`src/rtl/imem_loader_if.sv`:
```
// Byte-stream handshake plus instruction-memory write port for imem_loader.
// master = image source / memory side, slave = the loader itself.
interface imem_loader_if #(
   parameter int ADDR_WIDTH = 3,
   parameter int WIDTH      = 32
);
   logic [7:0]            in_data;
   logic                  in_valid;
   logic                  in_ready;
   logic                  mem_we;
   logic [ADDR_WIDTH-1:0] mem_addr;
   logic [WIDTH-1:0]      mem_wdata;

   modport master (
      output in_data, in_valid,
      input  in_ready, mem_we, mem_addr, mem_wdata
   );

   modport slave (
      input  in_data, in_valid,
      output in_ready, mem_we, mem_addr, mem_wdata
   );
endinterface

```
`src/rtl/imem_loader.sv`:
```
// Instruction-memory program loader: header byte N, then 4N little-endian bytes -> N word writes.
// Optional trailer XOR checksum when IMEM_LOADER_CHECKSUM_EN is defined.
module imem_loader #(
   parameter int ADDR_WIDTH = 3,
   parameter int WIDTH      = 32
) (
   input  logic                  clk,
   input  logic                  rst_n,
   input  logic                  start,
   imem_loader_if.slave          bus,
   output logic                  cpu_hold,
   output logic                  done,
   output logic                  error,
   output logic [ADDR_WIDTH:0]   words_loaded
);

   localparam int DEPTH = 2 ** ADDR_WIDTH;

   typedef enum logic [2:0] {
      S_IDLE,
      S_HDR,
      S_DATA,
      S_WRITE,
      S_DONE,
      S_ERR
`ifdef IMEM_LOADER_CHECKSUM_EN
      , S_CSUM
`endif
   } state_t;

   state_t                state_q, state_d;
   logic [ADDR_WIDTH:0]   n_q, n_d;
   logic [ADDR_WIDTH:0]   words_q, words_d;
   logic [1:0]            byte_cnt_q, byte_cnt_d;
   logic [WIDTH-1:0]      asm_q, asm_d;
   logic [ADDR_WIDTH-1:0] addr_q, addr_d;
   logic [WIDTH-1:0]      wdata_q, wdata_d;
`ifdef IMEM_LOADER_CHECKSUM_EN
   logic [7:0]            csum_q, csum_d;
`endif

   logic in_ready;
   logic accept;
   logic hdr_bad;

   always_comb begin
      in_ready = (state_q == S_HDR) || (state_q == S_DATA)
`ifdef IMEM_LOADER_CHECKSUM_EN
                 || (state_q == S_CSUM)
`endif
                 ;
   end

   assign accept  = bus.in_valid && in_ready;
   assign hdr_bad = (bus.in_data == 8'd0) || (int'(bus.in_data) > DEPTH);

   // NOTE: every variable gets its hold value first, so no path through the case can infer a latch.
   always_comb begin
      state_d    = state_q;
      n_d        = n_q;
      words_d    = words_q;
      byte_cnt_d = byte_cnt_q;
      asm_d      = asm_q;
      addr_d     = addr_q;
      wdata_d    = wdata_q;
`ifdef IMEM_LOADER_CHECKSUM_EN
      csum_d     = csum_q;
`endif

      unique case (state_q)
         S_IDLE, S_DONE, S_ERR: begin
            if (start) begin
               state_d = S_HDR;
`ifdef IMEM_LOADER_CHECKSUM_EN
               csum_d  = 8'd0;
`endif
            end
         end

         S_HDR: begin
            if (accept) begin
               if (hdr_bad) begin
                  state_d = S_ERR;
               end else begin
                  n_d        = (ADDR_WIDTH + 1)'(bus.in_data);
                  words_d    = '0;
                  byte_cnt_d = 2'd0;
                  state_d    = S_DATA;
               end
            end
         end

         S_DATA: begin
            if (accept) begin
               asm_d[{byte_cnt_q, 3'b000} +: 8] = bus.in_data;
               byte_cnt_d = byte_cnt_q + 2'd1;
`ifdef IMEM_LOADER_CHECKSUM_EN
               csum_d     = csum_q ^ bus.in_data;
`endif
               // Latch the write address and word now so they are stable for the whole WRITE cycle.
               if (byte_cnt_q == 2'd3) begin
                  addr_d  = words_q[ADDR_WIDTH-1:0];
                  wdata_d = asm_d;
                  state_d = S_WRITE;
               end
            end
         end

         S_WRITE: begin
            words_d = words_q + 1'b1;
            if (words_d == n_q) begin
`ifdef IMEM_LOADER_CHECKSUM_EN
               state_d = S_CSUM;
`else
               state_d = S_DONE;
`endif
            end else begin
               state_d = S_DATA;
            end
         end

`ifdef IMEM_LOADER_CHECKSUM_EN
         S_CSUM: begin
            if (accept) begin
               state_d = (bus.in_data == csum_q) ? S_DONE : S_ERR;
            end
         end
`endif

         default: state_d = S_IDLE;
      endcase
   end

   // NOTE: state uses non-blocking assignments so every flop samples pre-edge values.
   // NOTE: only the loader's own registers reset; the instruction memory image is left intact.
   always_ff @(posedge clk or negedge rst_n) begin
      if (!rst_n) begin
         state_q    <= S_IDLE;
         n_q        <= '0;
         words_q    <= '0;
         byte_cnt_q <= 2'd0;
         asm_q      <= '0;
         addr_q     <= '0;
         wdata_q    <= '0;
`ifdef IMEM_LOADER_CHECKSUM_EN
         csum_q     <= 8'd0;
`endif
      end else begin
         state_q    <= state_d;
         n_q        <= n_d;
         words_q    <= words_d;
         byte_cnt_q <= byte_cnt_d;
         asm_q      <= asm_d;
         addr_q     <= addr_d;
         wdata_q    <= wdata_d;
`ifdef IMEM_LOADER_CHECKSUM_EN
         csum_q     <= csum_d;
`endif
      end
   end

   assign bus.in_ready  = in_ready;
   assign bus.mem_we    = (state_q == S_WRITE);
   assign bus.mem_addr  = addr_q;
   assign bus.mem_wdata = wdata_q;
   assign cpu_hold      = (state_q != S_DONE);
   assign done          = (state_q == S_DONE);
   assign error         = (state_q == S_ERR);
   assign words_loaded  = words_q;

endmodule
```
`src/flat_wrapper.sv`:
```
// flat-port wrapper written by rule: the top's interface ports become plain ports
module imem_loader_flat 
#(
   parameter int ADDR_WIDTH = 3,
   parameter int WIDTH      = 32
)
  (clk, rst_n, start, cpu_hold, done, error, words_loaded, bus_in_data, bus_in_valid, bus_in_ready, bus_mem_we, bus_mem_addr, bus_mem_wdata);
  imem_loader_if #(.ADDR_WIDTH(ADDR_WIDTH), .WIDTH(WIDTH)) bus_i ();
  input  logic clk;
  input  logic rst_n;
  input  logic start;
  output logic cpu_hold;
  output logic done;
  output logic error;
  output logic [ADDR_WIDTH:0] words_loaded;
  input wire logic [$bits(bus_i.in_data)-1:0] bus_in_data;
  input wire logic [$bits(bus_i.in_valid)-1:0] bus_in_valid;
  output wire logic [$bits(bus_i.in_ready)-1:0] bus_in_ready;
  output wire logic [$bits(bus_i.mem_we)-1:0] bus_mem_we;
  output wire logic [$bits(bus_i.mem_addr)-1:0] bus_mem_addr;
  output wire logic [$bits(bus_i.mem_wdata)-1:0] bus_mem_wdata;
  assign bus_i.in_data = bus_in_data;
  assign bus_i.in_valid = bus_in_valid;
  assign bus_in_ready = bus_i.in_ready;
  assign bus_mem_we = bus_i.mem_we;
  assign bus_mem_addr = bus_i.mem_addr;
  assign bus_mem_wdata = bus_i.mem_wdata;
  imem_loader #(.ADDR_WIDTH(ADDR_WIDTH), .WIDTH(WIDTH)) u_core (.clk(clk), .rst_n(rst_n), .start(start), .bus(bus_i), .cpu_hold(cpu_hold), .done(done), .error(error), .words_loaded(words_loaded));
endmodule
```
`config.mk`:
```
export PLATFORM = sky130hd
export DESIGN_NAME = imem_loader_flat
export DESIGN_NICKNAME = d
export VERILOG_FILES = /design/src/rtl/imem_loader_if.sv /design/src/rtl/imem_loader.sv /design/src/flat_wrapper.sv
export SDC_FILE = /design/constraint.sdc
export NUM_CORES = 1
export LEC_CHECK = 0
export ABC_CLOCK_PERIOD_IN_PS = 4500
export BUFFER_PORTS_ARGS = -buffer_cell sky130_fd_sc_hd__buf_2
export CAP_MARGIN = 10
export CORE_UTILIZATION = 50
export DETAILED_ROUTE_END_ITERATION = 10
export HOLD_SLACK_MARGIN = 0.15
export PLACE_DENSITY_LB_ADDON = 0.3
export SLEW_MARGIN = 30
export SYNTH_ARGS = -nofsm -noshare
export SYNTH_HDL_FRONTEND = slang
export SYNTH_SLANG_ARGS = --single-unit
```
`constraint.sdc`:
```
create_clock -name clk -period 4.5 [get_ports clk]
set_input_delay 0.675 -clock clk [delete_from_list [all_inputs] [get_ports clk]]
set_output_delay 0.675 -clock clk [all_outputs]
set_load 0.01 [all_outputs]
```
==> results_dict.tcl <==
set metrics [dict create \
    crit_end "u_core.bus.mem_addr[2]$_DFFE_PN0P_" \
    synth.largest_area_cell "dfrtp_1" \
    firstDrtPassIters 4 \
    wl_per_cell_um 14.8 \
    cts_tree "done" \
    crit_required_ns 4.72 \
    gp_congestion 0.822 \
    postCtsHoldBufs 0 \
    path_class "reg2reg" \
    wl_um 7490 \
    hold_viol 0 \
    max_slew_margin_pct 56.4 \
    synth_top_cell_area_share_pct 52.8 \
    synth_seq_area_share_pct 52.8 \
    cts_made_buffers 9 \
    worst_slack_ns 2.12 \
    rows 31 \
    final_common_cell "dfrtp_1" \
    drc 0 \
    period_needed_ns 2.38 \
    cp_max_fo 67 \
    clk_latency_ns 0.34 \
    multi_input_area_um2 1580 \
    cp-end-kind "register" \
    grt_pass1_vias 2494 \
    power.density_nw_per_um2 364 \
    layout_common_cells "dfrtp_1, a21oi_1, buf_2" \
    diodes 0 \
    p_seq_share_pct 52.0 \
    drv_slew 0 \
    via_per_inst 5.40 \
    fin_skew_ns 0.00825 \
    worst_pin_slew_ns 0.654 \
    core_area_um2 7290 \
    yosys_warnings 0 \
    dr.first_iter.drc_count 151 \
    maxCapViolCount 0 \
    register_area_um2 2000 \
    place.detailed.hpwl_um 4950 \
    dieArea_um2 7940 \
    antenna_found_initial 0 \
    grt_pass1_wl_um 12800 \
    syn_inst 358 \
    synth.area.top_cells "dfrtp_1, a21oi_1, a22o_1" \
    arrival_ns 2.60 \
    vias 2725 \
    die_h_um 89.1 \
    swShare_pct 27.8 \
    ir_drop_mv 0.278 \
    cts_resized 0 \
    setup_viol 0 \
    globalRouteOverflowTotal 0 \
    ys_seq_elements 80 \
    startpoint "u_core.state_q[1]$_DFFE_PN0P_" \
    ys_types 39 \
    clkPwrFrac_pct 32.9 \
    grt_max_degree 68 \
    initial_core_util_pct 52.0 \
    power.internal_mw 1.11 \
    r2r-end "u_core.bus.mem_addr[2]$_DFFE_PN0P_" \
    htreeDepth 3 \
    ant_nets 0 \
    start_kind "register" \
    grt_usage_pct 21.6 \
    fin_tns_setup_ns 0 \
    outcome "finished clean" \
    syn_nets 377 \
    maxClockFrequency_mhz 421 \
    dp_slack_ns 1.96 \
    cts_root_buffer "clkbuf_8" \
    n_fill_cell 696 \
    final_nets 420 \
    ctsLongestPathBuffers 2 \
    avgSynthCellArea_um2 10.6 \
    syn_area_um2 3790 \
    drive_above_1_share_pct 21.4 \
    holdCritPathClass "in2async" \
    r2r-start "u_core.state_q[1]$_DFFE_PN0P_" \
    leakagePower_nw 2.09 \
    reg2regPathDepth 3 \
    io_buffers 55 \
    io_pins 56 \
    power_frac_comb_pct 15.2 \
    p_switching_mw 0.428 \
    rsz0062_at_grt "no" \
    reg2reg_slack_ns 2.12 \
    die_x_um 89.1 \
    area_growth_pct 11.4 \
    clock-sinks 80 \
    post-route-period-util_pct 52.8 \
    path_clk_slew_ns 0.08 \
    cts_setup_buffers 0 \
]
==> cells by family (layout without fill, tap and decap cells) <==
family / count (synthesis) / after routing / share of synthesized area, %
AO/OA/AOI/OAI: 114 / 114 / 18.7
flip-flops: 80 / 80 / 52.8
AND/OR/NAND/NOR: 110 / 110 / 16.4
buffers and inverters: 32 / 80 / 5.54
XOR/XNOR: 7 / 7 / 1.62
multiplexers: 8 / 8 / 2.67
adder cells (fa/ha/maj): 7 / 7 / 2.31
==> worst max-delay path, cell delays in order, from the launching register on <==
cell and delay (ns):
dfrtp_1 0.67, nor4bb_4 0.54, and2_4 0.65, mux2_4 0.35
==> registers in the layout, indices dropped and copies added, names as in the netlist <==
signal,flops
u_core.asm_q,32
u_core.words_loaded,4
u_core.state_q,3
u_core.byte_cnt_q,2
u_core.bus.mem_wdata,32
u_core.n_q,4
u_core.bus.mem_addr,3
==> cell type report <==
cell class / instances / area share (%)
Clock buffer: 10 / 3.02
Clock inverter: 6 / 1.42
Inverter: 7 / 0.621
Multi-Input combinational cell: 246 / 37.4
Sequential cell: 80 / 47.4
Tap cell: 99 / 2.93
Timing Repair Buffer: 57 / 7.22
==> stage by stage <==
step	utilization, %	std cells	instance area [um2]	power, mW	hold slack (ns)
finish	58.0	505	4230	1.54	0.309
global route	58.0	505	4230	1.62	0.355
CTS	58.0	505	4230	1.56	0.326
detailed placement	55.4	489	4040	1.05	0.476
global placement	55.1	488	4020	1.05	0.475
floorplan	-	358	3790	0.966	0.379
==> synth_stat cells <==
cell      count
clkbuf_1      4
and2_4        1
inv_1         7
nand4_1       2
buf_1         3
o21ai_0      12
and2_1        5
ha_1          7
nor3_1        2
a21oi_1      64
nand2_1      15
nor4b_4       1
nor4_2        1
xor2_1        2
buf_12        1
o22ai_1       1
or4_1         1
buf_2         8
o31ai_1       1
nor4bb_4      1
nor2b_1      34
nand3_1       3
a22o_1       32
or3_1         1
buf_6         8
buf_4         1
mux2_2        5
a32oi_1       1
nor3b_1       3
nor2_1       35
o221a_2       1
a41oi_1       1
dfrtp_1      80
nand2b_1      1
xnor2_1       5
mux2_4        3
nor3_2        2
a211oi_1      1
nor4bb_1      2
==> metal layers <==
| layer | up-vias | global-route usage, % | share of wire (%) |
|---|---|---|---|
| met5 | - | 0 | 0 |
| met4 | 0 | 7.79 | 1.5 |
| met3 | 11 | 3.14 | 4.2 |
| met2 | 71 | 31.8 | 43 |
| met1 | 1305 | 32.5 | 51 |
| li1 | 1338 | - | - |
==> worst min-delay path by stage <==
stage | end | slack [ns] | cells past startpoint
6_report | u_core.bus.mem_wdata[25]$_DFFE_PN0P_ | 0.31 | 1
5_1_grt | u_core.bus.mem_wdata[27]$_DFFE_PN0P_ | 0.35 | 1
4_1_cts | u_core.bus.mem_wdata[14]$_DFFE_PN0P_ | 0.33 | 1
3_5_place_dp | u_core.asm_q[5]$_DFFE_PN0P_ | 0.48 | 1
3_3_place_gp | u_core.asm_q[27]$_DFFE_PN0P_ | 0.47 | 1
2_1_floorplan | u_core.asm_q[0]$_DFFE_PN0P_ | 0.38 | 0
==> power groups by stage <==
stage / registers (mW) / logic, mW / clock network (mW)
floorplan: 0.810 / 0.156 / 0
global placement: 0.815 / 0.232 / 0
detailed placement: 0.815 / 0.238 / 0
CTS: 0.800 / 0.239 / 0.517
global route: 0.808 / 0.264 / 0.553
finish: 0.800 / 0.234 / 0.506
(Power assumes the default switching activity.)
